### config.mk
export PLATFORM = sky130hd
export DESIGN_NAME = alu_control_dmem
export DESIGN_NICKNAME = d
export VERILOG_FILES = /design/src/rtl/alu_control_pkg.sv /design/src/rtl/alu_control_dmem_alu32.sv /design/src/rtl/alu_control_dmem.sv
export SDC_FILE = /design/constraint.sdc
export NUM_CORES = 2
export LEC_CHECK = 0
export CAP_MARGIN = 20
export CORE_MARGIN = 4
export CORE_UTILIZATION = 34
export CTS_BUF_LIST = sky130_fd_sc_hd__clkbuf_16
export CTS_CLUSTER_DIAMETER = 30
export CTS_CLUSTER_SIZE = 16
export DETAILED_ROUTE_END_ITERATION = 8
export PLACE_DENSITY_LB_ADDON = 0.05
export SLEW_MARGIN = 20
export SYNTH_ARGS = -nofsm -noshare
export SYNTH_HDL_FRONTEND = slang
export SYNTH_SLANG_ARGS = --single-unit
export TNS_END_PERCENT = 10
### constraint.sdc
create_clock -name clk -period 8.39 [get_ports clk]
set_clock_uncertainty 0.2 [all_clocks]
set_input_delay 1.2585 -clock clk [delete_from_list [all_inputs] [get_ports clk]]
set_output_delay 1.2585 -clock clk [all_outputs]
set_load 0.01 [all_outputs]
### src/rtl/alu_control_pkg.sv
// +--------------------------------------------------------------------------+
// | alu_control_pkg : opcode, func and ALU function-code constants           |
// | Rev 1.0                                                                  |
// +--------------------------------------------------------------------------+
`default_nettype none

package alu_control_pkg;

  // Primary opcodes, instruction [31:26]
  localparam logic [5:0] OP_RTYPE = 6'b000000;
  localparam logic [5:0] OP_J     = 6'b000010;
  localparam logic [5:0] OP_JAL   = 6'b000011;
  localparam logic [5:0] OP_BEQ   = 6'b000100;
  localparam logic [5:0] OP_BNE   = 6'b000101;
  localparam logic [5:0] OP_ADDI  = 6'b001000;
  localparam logic [5:0] OP_ANDI  = 6'b001100;
  localparam logic [5:0] OP_ORI   = 6'b001101;
  localparam logic [5:0] OP_XORI  = 6'b001110;
  localparam logic [5:0] OP_LUI   = 6'b001111;
  localparam logic [5:0] OP_LW    = 6'b100011;
  localparam logic [5:0] OP_SW    = 6'b101011;

  // R-type function codes, instruction [5:0]
  localparam logic [5:0] FN_SLL = 6'b000000;
  localparam logic [5:0] FN_SRL = 6'b000010;
  localparam logic [5:0] FN_SRA = 6'b000011;
  localparam logic [5:0] FN_JR  = 6'b001000;
  localparam logic [5:0] FN_ADD = 6'b100000;
  localparam logic [5:0] FN_SUB = 6'b100010;
  localparam logic [5:0] FN_AND = 6'b100100;
  localparam logic [5:0] FN_OR  = 6'b100101;
  localparam logic [5:0] FN_XOR = 6'b100110;

  // ALU function codes
  localparam logic [3:0] ALU_ADD = 4'b0000;
  localparam logic [3:0] ALU_AND = 4'b0001;
  localparam logic [3:0] ALU_XOR = 4'b0010;
  localparam logic [3:0] ALU_SLL = 4'b0011;
  localparam logic [3:0] ALU_SUB = 4'b0100;
  localparam logic [3:0] ALU_OR  = 4'b0101;
  localparam logic [3:0] ALU_LUI = 4'b0110;
  localparam logic [3:0] ALU_SRL = 4'b0111;
  localparam logic [3:0] ALU_SRA = 4'b1111;

endpackage

`default_nettype wire

### src/rtl/alu_control_dmem_alu32.sv
// +--------------------------------------------------------------------------+
// | alu32 : 32-bit wrap-around ALU with zero flag                            |
// | Rev 1.0                                                                  |
// +--------------------------------------------------------------------------+
`default_nettype none

module alu32
  import alu_control_pkg::*;
(
  input  logic [3:0]  i_aluc,
  input  logic [31:0] i_a,
  input  logic [31:0] i_b,
  output logic [31:0] o_result,
  output logic        o_zero
);

  logic [4:0] w_shamt;

  assign w_shamt = i_a[4:0];

  always_comb begin
    o_result = '0;
    case (i_aluc)
      ALU_ADD: o_result = i_a + i_b;
      ALU_SUB: o_result = i_a - i_b;
      ALU_AND: o_result = i_a & i_b;
      ALU_OR:  o_result = i_a | i_b;
      ALU_XOR: o_result = i_a ^ i_b;
      ALU_LUI: o_result = {i_b[15:0], 16'h0000};
      ALU_SLL: o_result = i_b << w_shamt;
      ALU_SRL: o_result = i_b >> w_shamt;
      ALU_SRA: o_result = $unsigned($signed(i_b) >>> w_shamt);
      default: o_result = '0;
    endcase
  end

  assign o_zero = (o_result == 32'h0);

endmodule

`default_nettype wire

### src/rtl/alu_control_dmem.sv
// +--------------------------------------------------------------------------+
// | alu_control_dmem : control decoder, ALU and word-addressed data memory.  |
// | Optional ALU_OVF_EN adds signed-overflow port ovf and write suppression. |
// | Rev 1.0                                                                  |
// +--------------------------------------------------------------------------+
`default_nettype none

module alu_control_dmem
  import alu_control_pkg::*;
#(
  parameter int DMEM_WORDS = 32
) (
  input  logic        clk,
  input  logic        rst_n,
  input  logic [5:0]  op,
  input  logic [5:0]  func,
  input  logic [31:0] alu_a,
  input  logic [31:0] alu_b,
  input  logic [31:0] store_data,
  output logic        jump,
  output logic        m2reg,
  output logic        branch,
  output logic        wmem,
  output logic        shift,
  output logic        aluimm,
  output logic        wreg,
  output logic        sext,
  output logic        regrt,
  output logic [3:0]  aluc,
  output logic [31:0] alu_result,
  output logic        zero,
  output logic [31:0] mem_rdata
`ifdef ALU_OVF_EN
  ,
  output logic        ovf
`endif
);

  localparam int C_AW = $clog2(DMEM_WORDS);

  logic w_wreg;
  logic w_is_beq;
  logic w_is_bne;

  always_comb begin
    jump     = 1'b0;
    m2reg    = 1'b0;
    wmem     = 1'b0;
    shift    = 1'b0;
    aluimm   = 1'b0;
    w_wreg   = 1'b0;
    sext     = 1'b0;
    regrt    = 1'b0;
    aluc     = ALU_ADD;
    w_is_beq = 1'b0;
    w_is_bne = 1'b0;
    case (op)
      OP_RTYPE: begin
        case (func)
          FN_ADD: begin w_wreg = 1'b1; aluc = ALU_ADD; end
          FN_SUB: begin w_wreg = 1'b1; aluc = ALU_SUB; end
          FN_AND: begin w_wreg = 1'b1; aluc = ALU_AND; end
          FN_OR:  begin w_wreg = 1'b1; aluc = ALU_OR;  end
          FN_XOR: begin w_wreg = 1'b1; aluc = ALU_XOR; end
          FN_SLL: begin w_wreg = 1'b1; shift = 1'b1; aluc = ALU_SLL; end
          FN_SRL: begin w_wreg = 1'b1; shift = 1'b1; aluc = ALU_SRL; end
          FN_SRA: begin w_wreg = 1'b1; shift = 1'b1; aluc = ALU_SRA; end
          FN_JR:  jump = 1'b1;
          default: ;
        endcase
      end
      OP_ADDI: begin aluimm = 1'b1; regrt = 1'b1; w_wreg = 1'b1; sext = 1'b1; aluc = ALU_ADD; end
      OP_ANDI: begin aluimm = 1'b1; regrt = 1'b1; w_wreg = 1'b1; aluc = ALU_AND; end
      OP_ORI:  begin aluimm = 1'b1; regrt = 1'b1; w_wreg = 1'b1; aluc = ALU_OR;  end
      OP_XORI: begin aluimm = 1'b1; regrt = 1'b1; w_wreg = 1'b1; aluc = ALU_XOR; end
      OP_LUI:  begin aluimm = 1'b1; regrt = 1'b1; w_wreg = 1'b1; aluc = ALU_LUI; end
      OP_LW: begin
        aluimm = 1'b1; regrt = 1'b1; w_wreg = 1'b1; sext = 1'b1; m2reg = 1'b1;
      end
      OP_SW:  begin aluimm = 1'b1; regrt = 1'b1; sext = 1'b1; wmem = 1'b1; end
      OP_BEQ: begin sext = 1'b1; aluc = ALU_SUB; w_is_beq = 1'b1; end
      OP_BNE: begin sext = 1'b1; aluc = ALU_SUB; w_is_bne = 1'b1; end
      OP_J:   jump = 1'b1;
      OP_JAL: begin jump = 1'b1; w_wreg = 1'b1; end
      default: ;
    endcase
  end

  alu32 u_alu32 (
    .i_aluc   (aluc),
    .i_a      (alu_a),
    .i_b      (alu_b),
    .o_result (alu_result),
    .o_zero   (zero)
  );

  assign branch = (w_is_beq & zero) | (w_is_bne & ~zero);

`ifdef ALU_OVF_EN
  logic w_ovf_op;
  logic w_add_ovf;
  logic w_sub_ovf;

  // Only add/addi/sub trap; lw/sw/branches share the adder but never flag.
  assign w_ovf_op  = ((op == OP_RTYPE) && ((func == FN_ADD) || (func == FN_SUB))) ||
                     (op == OP_ADDI);
  assign w_add_ovf = (alu_a[31] == alu_b[31]) && (alu_result[31] != alu_a[31]);
  assign w_sub_ovf = (alu_a[31] != alu_b[31]) && (alu_result[31] != alu_a[31]);
  assign ovf       = w_ovf_op & ((aluc == ALU_SUB) ? w_sub_ovf : w_add_ovf);
  assign wreg      = w_wreg & ~ovf;
`else
  assign wreg      = w_wreg;
`endif

  logic [31:0]     r_mem [DMEM_WORDS];
  logic [C_AW-1:0] w_idx;
  logic            w_unused;

  // Byte offset and bits above the depth are dropped: addresses alias modulo depth.
  assign w_idx     = alu_result[C_AW+1:2];
  assign w_unused  = &{1'b0, alu_result[31:C_AW+2], alu_result[1:0]};
  assign mem_rdata = r_mem[w_idx];

  always_ff @(posedge clk) begin
    if (!rst_n) begin
      for (int i = 0; i < DMEM_WORDS; i++) begin
        r_mem[i] <= '0;
      end
    end else if (wmem) begin
      r_mem[w_idx] <= store_data;
    end
  end

endmodule

`default_nettype wire

==> results by group <==
Status
  – Status: finished, final reports clean

CTS
  – Max Buffers Root-to-Sink: 4
  – Hold-fix buffers, CTS: 0
  – Sink Count: 1024
  – CTS tree: built
  – CTS buffer count: 289
  – CTS H-tree lvls: 5
  – Clock transition at path regs: 0.04 ns
  – CTS root buf: clkbuf_16

STA
  – Final setup violation count: 0
  – Setup WS post-layout: 0.0663 ns
  – Max Slew Vio Count: 0
  – Fin Setup TNS: 0 ns
  – Fmax: around 120 MHz
  – Worst Max-Slew Pin Slew: between 1 and 1.5 ns
  – Max_slew headroom: 0.231
  – Tcrit/Tclk final: 0.992
  – RSZ-0062 raised after global routing: true
  – Endpoints failing hold: 0
  – Fin crit period: 8.32 ns

GRT
  – Total GRT Usage: 0.269
  – First-pass GRT wire length: approximately 340000 um
  – Initial antenna violation count: 11
  – Largest net degree at the start of global routing: 177
  – Vias in the first global route: around 45000
  – Total gr overflow: 0

Placement
  – GPL Wtd Cong: around 0.95
  – Worst slack at placement: -0.744 ns
  – Dpl hpwl: approximately 150000 um
  – Number of I/O port buffers: between 150 and 200
  – Placed insts: 7276

Critical path
  – Critical path fanouts, max: 19
  – Required @ worst endpoint: about 6.9 ns
  – Most Frequent Cell on Critical Path: buf_12
  – WP data arrival: about 7 ns
  – Startpoint class of the critical path: input port
  – CP peak stage delay: around 0.60 ns
  – Critical path endpoint category: output pin
  – CP Class: in2out
  – Crit-path slowest cell: clkdlybuf4s50_1

Synth
  – Mapped Area: roughly 57000 um2
  – EDFF count, synth: between 1000 and 1500
  – #FFs+latches synth: 1024
  – Synth Warn #: 0
  – Mapped Nets: about 5000
  – Register area share after synthesis: 0.539
  – Top cell type's share of synthesized area: 0.539
  – Ys async rst share: 0
  – Top FF cell, synth: edfxtp_1
  – Top cells by area, synth: edfxtp_1 54%, and3_1 12%, mux4_2 8.8%
  – Mapped Avg Cell Area: ~12 um2
  – Post-synth cell types: approximately 90
  – Area leader, netlist: edfxtp_1
  – Cells after synthesis: between 4000 and 5000

Detailed routing
  – DRT met1 WL: about 110000 um
  – Post-DRT Antenna Nets: 0
  – Vias: between 40000 and 50000
  – Avg WL per Cell: 30.8 um
  – Met3 wire length: around 13000 um
  – DR pass1 iterations: 5
  – Vias per inst: between 5 and 6
  – Met2 WL post-DR: about 110000 um
  – Max layer used: met5
  – Initial detailed-routing violation count: between 4000 and 5000
  – Post-route DRC violation count: 0
  – Post-Route WL: roughly 240000 um

Finish
  – Most frequent cells in the layout: 1080 x and3_1, 1024 x edfxtp_1, 543 x buf_4, 462 x nand2_1, 295 x clkbuf_16
  – Max reg flops: roughly 1000
  – Area Overhead vs Synth: 30.7%
  – Final non-filler cell total: 7785
  – Fin util: 0.447
  – Regs by FF count: r_mem: 1024 flops
  – Nets: between 5000 and 6000
  – Ratio of cells with drive above 1 in the final layout: 0.252
  – Most common cell after layout, fill and taps aside: and3_1
  – Biggest register: r_mem

Floorplanning
  – Io pins: 188
  – Row cnt: 150
  – Die height: approximately 420 um
  – CORE AREA: 167000 um2
  – Initial Utilization: 0.342
  – Die area: 174000 um2
  – Chip Width: approximately 420 um

Power and ir drop
  – Overall power: approximately 21000 uW
  – PD cells: ~280 nW/um2
  – Static Leak: around 0.032 uW
  – Worst VDD drop: 0.000226 V

Job
  – Max-Cap Viols: 0

Worst hold path
  – Hold Path Class: in2reg
cell families after synthesis:
kind of cell               count (synthesis)  synth area share
AOI/OAI and AO/OA                        660            0.0801
xor gates and xnor gates                  45           0.00691
adders and majority gates                 97            0.0214
buffers and inverters                    681            0.0481
DFF                                     1024             0.539
muxes                                    365             0.114
and+or+nand+nor                         1982             0.191
timing repair:
item,in CTS,in global routing
buffers inserted,1,7
hold endpoints to repair,0,0
gates resized for setup,26,46
cloned,0,2
pin swaps,5,8
endpoints found under the setup margin,26,32
Yosys cell counts, drive strengths merged, types with 45 or more instances:
| library cell | n |
|---|---|
| nand2 | 468 |
| inv | 90 |
| nand3 | 130 |
| clkbuf | 467 |
| buf | 120 |
| edfxtp | 1024 |
| ha | 96 |
| nor2 | 109 |
| mux2i | 102 |
| a22oi | 104 |
| a21oi | 99 |
| and3 | 1080 |
| mux4 | 223 |
| o21ai | 132 |
| nor3 | 45 |
layout make-up:
type / count / area, um2
fill: 15354 / 92400
sequential: 1024 / 30700
multi-input combinational: 3149 / 24200
timing repair buffer: 815 / 7650
clock buffer: 293 / 7330
tap: 2204 / 2760
clock inverter: 201 / 1500
inverter: 94 / 368
antenna: 5 / 12.5
stage by stage:
| step | cell area (um2) | hold slack, ns |
|---|---|---|
| after floorplan | 57100 | 1.28 |
| after global placement | 65400 | 1.95 |
| after detailed placement | 65400 | 1.79 |
| after CTS | 74300 | 0.838 |
| after global routing | 74600 | 0.866 |
| final | 74600 | 0.860 |
worst max-delay path, delay by kind of cell:
| kind | cells | cell delay (ns) |
|---|---|---|
| AO/OA/AOI/OAI | 6 | 1.02 |
| XOR/XNOR | 1 | 0.14 |
| adder cells (fa/ha/maj) | 1 | 0.45 |
| buffers and inverters | 11 | 2.49 |
| AND/OR/NAND/NOR | 8 | 1.46 |
final timing paths:
path                 startpoint             to  slack, ns  cells past startpoint
hold / removal    store_data[8]    r_mem[2][8]       0.86                      2
setup / recovery          op[0]  mem_rdata[16]       0.07                     27
power by group:
group / switching [uW] / internal (uW) / leakage [uW]
logic: 3140 / 2210 / 0.0173
clock network: 3060 / 6870 / 0.00451
registers: 65.8 / 5900 / 0.00972
routing by layer:
metal  vias to the layer above  track usage
met1                     23332        0.382
met5                         -            0
met4                         2       0.0725
met3                       348       0.0409
li1                      19776            -
met2                      1590        0.432
(Power assumes the default switching activity.)
